### config.mk
export PLATFORM = sky130hd
export DESIGN_NAME = rca_seq_ctrl_flat
export DESIGN_NICKNAME = d
export VERILOG_FILES = /design/src/rtl/rca_seq_ctrl_if.sv /design/src/rtl/rca_seq_ctrl.sv /design/src/flat_wrapper.sv
export SDC_FILE = /design/constraint.sdc
export NUM_CORES = 1
export LEC_CHECK = 0
export BUFFER_PORTS_ARGS = -buffer_cell sky130_fd_sc_hd__buf_2
export CAP_MARGIN = 10
export CORE_MARGIN = 2
export CORE_UTILIZATION = 57
export CTS_CLUSTER_SIZE = 16
export DETAILED_ROUTE_END_ITERATION = 8
export PLACE_DENSITY = 0.88
export SLEW_MARGIN = 25
export SYNTH_ARGS = -nofsm -noshare
export SYNTH_HDL_FRONTEND = slang
export SYNTH_SLANG_ARGS = --single-unit
### constraint.sdc
create_clock -name clk -period 4.2 [get_ports clk]
set_input_delay 0.21 -clock clk [delete_from_list [all_inputs] [get_ports clk]]
set_output_delay 0.21 -clock clk [all_outputs]
set_load 0.1 [all_outputs]
### src/rtl/rca_seq_ctrl_if.sv
// Requester-side bus of rca_seq_ctrl: operand request, status and assembled result.
// With RCA_SEQ_CTRL_SUB_EN defined the bus also carries the subtract select.
interface rca_seq_ctrl_if #(
  parameter int W = 16
);
  logic         start;
  logic [W-1:0] op_a;
  logic [W-1:0] op_b;
  logic         cin_in;
`ifdef RCA_SEQ_CTRL_SUB_EN
  logic         sub;
`endif
  logic         busy;
  logic         done;
  logic [W-1:0] result;
  logic         cout_out;

  modport master (
    output start, op_a, op_b, cin_in,
`ifdef RCA_SEQ_CTRL_SUB_EN
    output sub,
`endif
    input  busy, done, result, cout_out
  );

  modport slave (
    input  start, op_a, op_b, cin_in,
`ifdef RCA_SEQ_CTRL_SUB_EN
    input  sub,
`endif
    output busy, done, result, cout_out
  );
endinterface

### src/rtl/rca_seq_ctrl.sv
// Wide adder built by sequencing one shared 4-bit ripple-carry slice, LSB nibble first.
// Optional subtract mode (A - B) is enabled by defining RCA_SEQ_CTRL_SUB_EN.
module rca_seq_ctrl #(
  parameter int WORDS = 4
) (
  input  logic               clk,
  input  logic               rst,
  rca_seq_ctrl_if.slave      bus,
  output logic [3:0]         add_a,
  output logic [3:0]         add_b,
  output logic               add_cin,
  input  logic [3:0]         add_sum,
  input  logic               add_cout
);
  localparam int W  = 4 * WORDS;
  localparam int IW = (WORDS > 1) ? $clog2(WORDS) : 1;
  localparam logic [IW-1:0] LAST_IDX = IW'(WORDS - 1);

  typedef enum logic [1:0] {IDLE = 2'd0, RUN = 2'd1, DONE = 2'd2} state_t;

  state_t         state_r;
  logic [W-1:0]   a_r;
  logic [W-1:0]   b_r;
  logic [W-1:0]   sum_r;
  logic           fc_r;
  logic [IW-1:0]  idx_r;
  logic           busy_r;
  logic           done_r;
  logic [W-1:0]   result_r;
  logic           cout_r;
  logic [3:0]     add_a_r;
  logic [3:0]     add_b_r;
  logic           add_cin_r;

  logic [W-1:0]   b_in_s;
  logic           c0_s;
  logic           accept_s;
  logic [IW:0]    nidx_s;

  function automatic logic [3:0] nibble(input logic [W-1:0] v, input logic [IW:0] i);
    logic [W-1:0] t;
    t = v >> {i, 2'b00};
    return t[3:0];
  endfunction

  // Operand B and initial carry as they are to be latched (inverted B, carry 1 when subtracting)
  always_comb begin
    b_in_s = bus.op_b;
    c0_s   = bus.cin_in;
`ifdef RCA_SEQ_CTRL_SUB_EN
    if (bus.sub) begin
      b_in_s = ~bus.op_b;
      c0_s   = 1'b1;
    end else begin
      b_in_s = bus.op_b;
      c0_s   = bus.cin_in;
    end
`endif
  end

  assign accept_s = bus.start && ((state_r == IDLE) || (state_r == DONE));
  assign nidx_s   = {1'b0, idx_r} + (IW + 1)'(1);

  // Sequencer FSM; adder drive is registered so each RUN cycle presents nibble idx_r.
  // The result is published one edge after the last nibble, so it is stable under done.
  always_ff @(posedge clk) begin
    if (rst) begin
      state_r   <= IDLE;
      a_r       <= '0;
      b_r       <= '0;
      sum_r     <= '0;
      fc_r      <= 1'b0;
      idx_r     <= '0;
      busy_r    <= 1'b0;
      done_r    <= 1'b0;
      result_r  <= '0;
      cout_r    <= 1'b0;
      add_a_r   <= 4'h0;
      add_b_r   <= 4'h0;
      add_cin_r <= 1'b0;
    end else begin
      done_r <= 1'b0;
      case (state_r)
        IDLE: begin
          if (bus.start) begin
            result_r <= '0;
            cout_r   <= 1'b0;
            state_r  <= RUN;
          end else begin
            state_r  <= IDLE;
          end
        end
        RUN: begin
          sum_r[{idx_r, 2'b00} +: 4] <= add_sum;
          if (idx_r == LAST_IDX) begin
            fc_r      <= add_cout;
            busy_r    <= 1'b0;
            add_a_r   <= 4'h0;
            add_b_r   <= 4'h0;
            add_cin_r <= 1'b0;
            state_r   <= DONE;
          end else begin
            idx_r     <= idx_r + IW'(1);
            add_a_r   <= nibble(a_r, nidx_s);
            add_b_r   <= nibble(b_r, nidx_s);
            add_cin_r <= add_cout;
            state_r   <= RUN;
          end
        end
        DONE: begin
          result_r <= sum_r;
          cout_r   <= fc_r;
          done_r   <= 1'b1;
          state_r  <= bus.start ? RUN : IDLE;
        end
        default: begin
          state_r <= IDLE;
        end
      endcase
      if (accept_s) begin
        a_r       <= bus.op_a;
        b_r       <= b_in_s;
        sum_r     <= '0;
        idx_r     <= '0;
        busy_r    <= 1'b1;
        add_a_r   <= bus.op_a[3:0];
        add_b_r   <= b_in_s[3:0];
        add_cin_r <= c0_s;
      end
    end
  end

  assign bus.busy     = busy_r;
  assign bus.done     = done_r;
  assign bus.result   = result_r;
  assign bus.cout_out = cout_r;
  assign add_a        = add_a_r;
  assign add_b        = add_b_r;
  assign add_cin      = add_cin_r;
endmodule

### src/flat_wrapper.sv
// flat-port wrapper written by rule: the top's interface ports become plain ports
module rca_seq_ctrl_flat 
#(
  parameter int WORDS = 4
)
  (clk, rst, add_a, add_b, add_cin, add_sum, add_cout, bus_start, bus_op_a, bus_op_b, bus_cin_in, bus_busy, bus_done, bus_result, bus_cout_out);
  rca_seq_ctrl_if #(.W(16)) bus_i ();
  input  logic clk;
  input  logic rst;
  output logic [3:0] add_a;
  output logic [3:0] add_b;
  output logic add_cin;
  input  logic [3:0] add_sum;
  input  logic add_cout;
  input wire logic [$bits(bus_i.start)-1:0] bus_start;
  input wire logic [$bits(bus_i.op_a)-1:0] bus_op_a;
  input wire logic [$bits(bus_i.op_b)-1:0] bus_op_b;
  input wire logic [$bits(bus_i.cin_in)-1:0] bus_cin_in;
  output wire logic [$bits(bus_i.busy)-1:0] bus_busy;
  output wire logic [$bits(bus_i.done)-1:0] bus_done;
  output wire logic [$bits(bus_i.result)-1:0] bus_result;
  output wire logic [$bits(bus_i.cout_out)-1:0] bus_cout_out;
  assign bus_i.start = bus_start;
  assign bus_i.op_a = bus_op_a;
  assign bus_i.op_b = bus_op_b;
  assign bus_i.cin_in = bus_cin_in;
  assign bus_busy = bus_i.busy;
  assign bus_done = bus_i.done;
  assign bus_result = bus_i.result;
  assign bus_cout_out = bus_i.cout_out;
  rca_seq_ctrl #(.WORDS(WORDS)) u_core (.clk(clk), .rst(rst), .bus(bus_i), .add_a(add_a), .add_b(add_b), .add_cin(add_cin), .add_sum(add_sum), .add_cout(add_cout));
endmodule
==> summary.md <==
| Metric | Value |
|---|---|
| CP max stage delay | `around 830 ps` |
| Die outline area | `5760 um2` |
| Vias in the first global route | `2,164` |
| Synth Flop Type | `dfxtp_1` |
| Max Slew Vio Count | `0` |
| Die height | `between 70 and 80 um` |
| CTS max path bufs | `2` |
| Worst hold path class | `input pin to flop` |
| Flops & latches, synth | `73` |
| Initial antenna violation count | `0` |
| Starting density of the core | `58.5%` |
| Pwr per Cell Area | `423 nW/um2` |
| Post-synth ARST share | `0%` |
| Critical Path End Type | `flop` |
| Post-route ant nets | `0` |
| Max Cap Viol | `0` |
| Most common cell in the netlist | `dfxtp_1` |
| Reg2reg setup slack | `1460 ps` |
| VDD IR max | `0.269 mV` |
| Distinct cell type count after synthesis | `34` |
| Commonest cells in the synthesized netlist | `dfxtp_1, nand2_1, a21oi_1, nand3_1, a22o_1` |
| Crit-path cells | `clkinv_1 -> ha_1 -> nor3b_1 -> nand3_1 -> a21oi_1` |
| Post-DR vias/cell | `approximately 5.6` |
| Routed WL | `approximately 6300 um` |
| DIE WIDTH | `75.9 um` |
| Row cnt | `26` |
| Critical Path RT | `4470 ps` |
| Clock transition at path regs | `80 ps` |
| Avg WL per Cell | `13.9 um` |
| Total negative slack | `0 ps` |
| Cells after synthesis | `between 300 and 400` |
| Final Setup Violations | `0` |
| Grt ovf | `0` |
| Syn nets | `365` |
| Crit path depth | `5` |
| Crit Path Max Fanout | `17` |
| # diodes | `0` |
| DP Cell Count | `~440` |
| CTS sink cnt | `73` |
| First-pass GRT wire length | `10,100 um` |
| First-pass DRT Iterations | `4` |
| Clk Tree Root Cell | `clkbuf_8` |
| I/O Buffers | `68` |
| Core area | `5040 um2` |
| Largest net degree at the start of global routing | `41` |
| Crit path from | `u_core.idx_r[0]` |
| Post-synth top area share | `49.6%` |
| Maximum clock rate | `0.365 GHz` |
| Worst setup SP type | `flop` |
| Critical Path End | `u_core.sum_r[1]` |
| Seq/Total Area, Yosys | `between 40% and 50%` |
| Max H-tree Level | `3` |
| Crit Path Class | `flop to flop` |
| RSZ-0062 raised after global routing | `false` |
| Number of top-level pins | `69` |
| Endpoints failing hold | `0` |
| Fin crit period | `2740 ps` |
| Drt first-iter violations | `around 130` |
| Tcrit/Tclk final | `65.2%` |
| Post-CTS Hold Buffers | `0` |
| Leak pwr | `0.00142 uW` |
| Dpl hpwl | `4190 um` |
| Insertion delay to the later sink of the worst-skew pair | `about 350 ps` |
| Slowest cell on crit path | `dfxtp_1` |
| Area of the mapped netlist | `2950 um2` |
| Fin nets | `approximately 420` |
| Layout Skew | `8.99 ps` |
| Avg Cell Area, Syn | `9.27 um2` |
| EDFF count, synth | `0` |
| Worst Max-Slew Pin Slew | `870 ps` |
| Gr usage total | `22.0%` |
| WP buf/inv | `1` |
| Critical R2R Launch | `u_core.idx_r[0]` |
| Gpl congestion | `0.812` |
| Post-CTS sizing | `0` |
| Status | `complete, no violations` |
| Top delay family on crit path | `flip-flops` |
| Synth area leaders | `dfxtp_1, nand2_1, a21oi_1, a22o_1, nand3_1` |
| Warnings, synthesis | `0` |
| Post-CTS setup buffer count | `0` |
| # DRC | `0` |
| Worst Path Arrival | `around 3000 ps` |
| Most area-hungry cell type in the Yosys netlist | `dfxtp_1` |
| CTS tree | `yes` |
| Share of layout cells above drive strength 1 | `28.9%` |
| RR Endpoint | `u_core.sum_r[1]` |
| Via count | `about 2,500` |
| Cell Count, Final, Fillers Out | `around 450` |
| Area Overhead vs Synth | `18.3%` |
| Reg2Reg Depth | `5` |
| Num CTS Buffers | `9` |
| Worst rel slew slack | `42.0%` |
-- how the worst min path moves through the flow --
stage                                 to  cells after the start           start
after global routing      u_core.add_cin                      3      bus_cin_in
after detailed placement  u_core.a_r[11]                      2  u_core.a_r[11]
after CTS                  u_core.b_r[4]                      3     bus_op_b[4]
final                      u_core.b_r[4]                      3     bus_op_b[4]
after global placement    u_core.b_r[10]                      2  u_core.b_r[10]
after floorplan           u_core.a_r[10]                      2    bus_op_a[10]
-- registers in the layout (all words and copies together), names as in the netlist --
| register | flops |
|---|---|
| u_core.bus.result | 16 |
| u_core.sum_r | 16 |
| u_core.a_r | 12 |
| u_core.b_r | 12 |
| u_core.add_a | 4 |
| u_core.add_b | 4 |
| u_core.idx_r | 2 |
| u_core.state_r | 2 |
| u_core.add_cin | 1 |
| u_core.bus.busy | 1 |
| u_core.bus.cout_out | 1 |
| u_core.bus.done | 1 |
| u_core.fc_r | 1 |
-- layout by cell type, fill, tap and decap left out, types with 2 or more instances in the layout --
master | synthesis | routed
mux2_2 | 8 | 8
buf_2 | 12 | 68
nand3_1 | 23 | 23
nor3b_2 | 2 | 2
a22oi_1 | 7 | 7
nand2b_1 | 3 | 3
a22o_1 | 17 | 17
a21oi_2 | 9 | 9
and3b_1 | 6 | 6
a21oi_1 | 34 | 34
nand3b_1 | 5 | 5
a31oi_1 | 9 | 9
nand4_1 | 8 | 8
buf_4 | 1 | 2
clkbuf_8 | 0 | 11
nor2_1 | 6 | 6
ha_1 | 6 | 6
dfxtp_1 | 73 | 73
nand2_1 | 67 | 67
-- cell families (layout without fill, tap and decap cells) --
family / Yosys count / in the layout / share of synthesized area [%]
fa+ha+maj: 6 / 6 / 2.55
xor+xnor: 1 / 1 / 0.297
buf+inv: 24 / 87 / 3.95
mux: 9 / 9 / 3.40
flops: 73 / 73 / 49.6
simple gates: 126 / 126 / 22.2
compound gates: 79 / 79 / 18.0
-- layout make-up --
| type | instances | area, um2 |
|---|---|---|
| Fill cell | 399 | 1560 |
| Clock buffer | 11 | 151 |
| Sequential cell | 73 | 1460 |
| Clock inverter | 4 | 51.3 |
| Timing Repair Buffer | 70 | 355 |
| Multi-Input combinational cell | 221 | 1370 |
| Tap cell | 70 | 87.6 |
| Inverter | 2 | 7.51 |
-- power breakdown --
part | leakage, uW | switching (uW) | internal, uW | total [uW]
logic | 0.000721 | 128 | 54.9 | 183
registers | 0.000594 | 20.4 | 716 | 737
clock network | 0.000102 | 253 | 304 | 557
-- stage by stage --
step	hold WS (ps)	util [%]	setup slack [ps]	power, uW	area, um2
6_report	87.9	69.2	1460	1480	3490
5_1_grt	96.1	69.2	1240	1530	3490
4_1_cts	80.9	69.2	1570	1480	3490
3_5_place_dp	443	65.1	1670	933	3280
3_3_place_gp	440	65.1	1770	929	3280
2_1_floorplan	346	-	2220	889	2950
-- worst register-to-register path, stage by stage (launching register included) --
cell,delay [ps]
dfxtp_1,830
clkinv_1,520
ha_1,490
nor3b_1,510
nand3_1,170
a21oi_1,160
-- routing by layer --
| metal | global-route usage (%) | vias to the layer above | share of wire, % |
|---|---|---|---|
| met3 | 7.02 | 16 | 6.5 |
| li1 | - | 1242 | - |
| met2 | 33.8 | 90 | 47 |
| met5 | 0 | - | 0 |
| met1 | 27.9 | 1177 | 44 |
| met4 | 10.7 | 0 | 2.7 |
(Power assumes the default switching activity.)
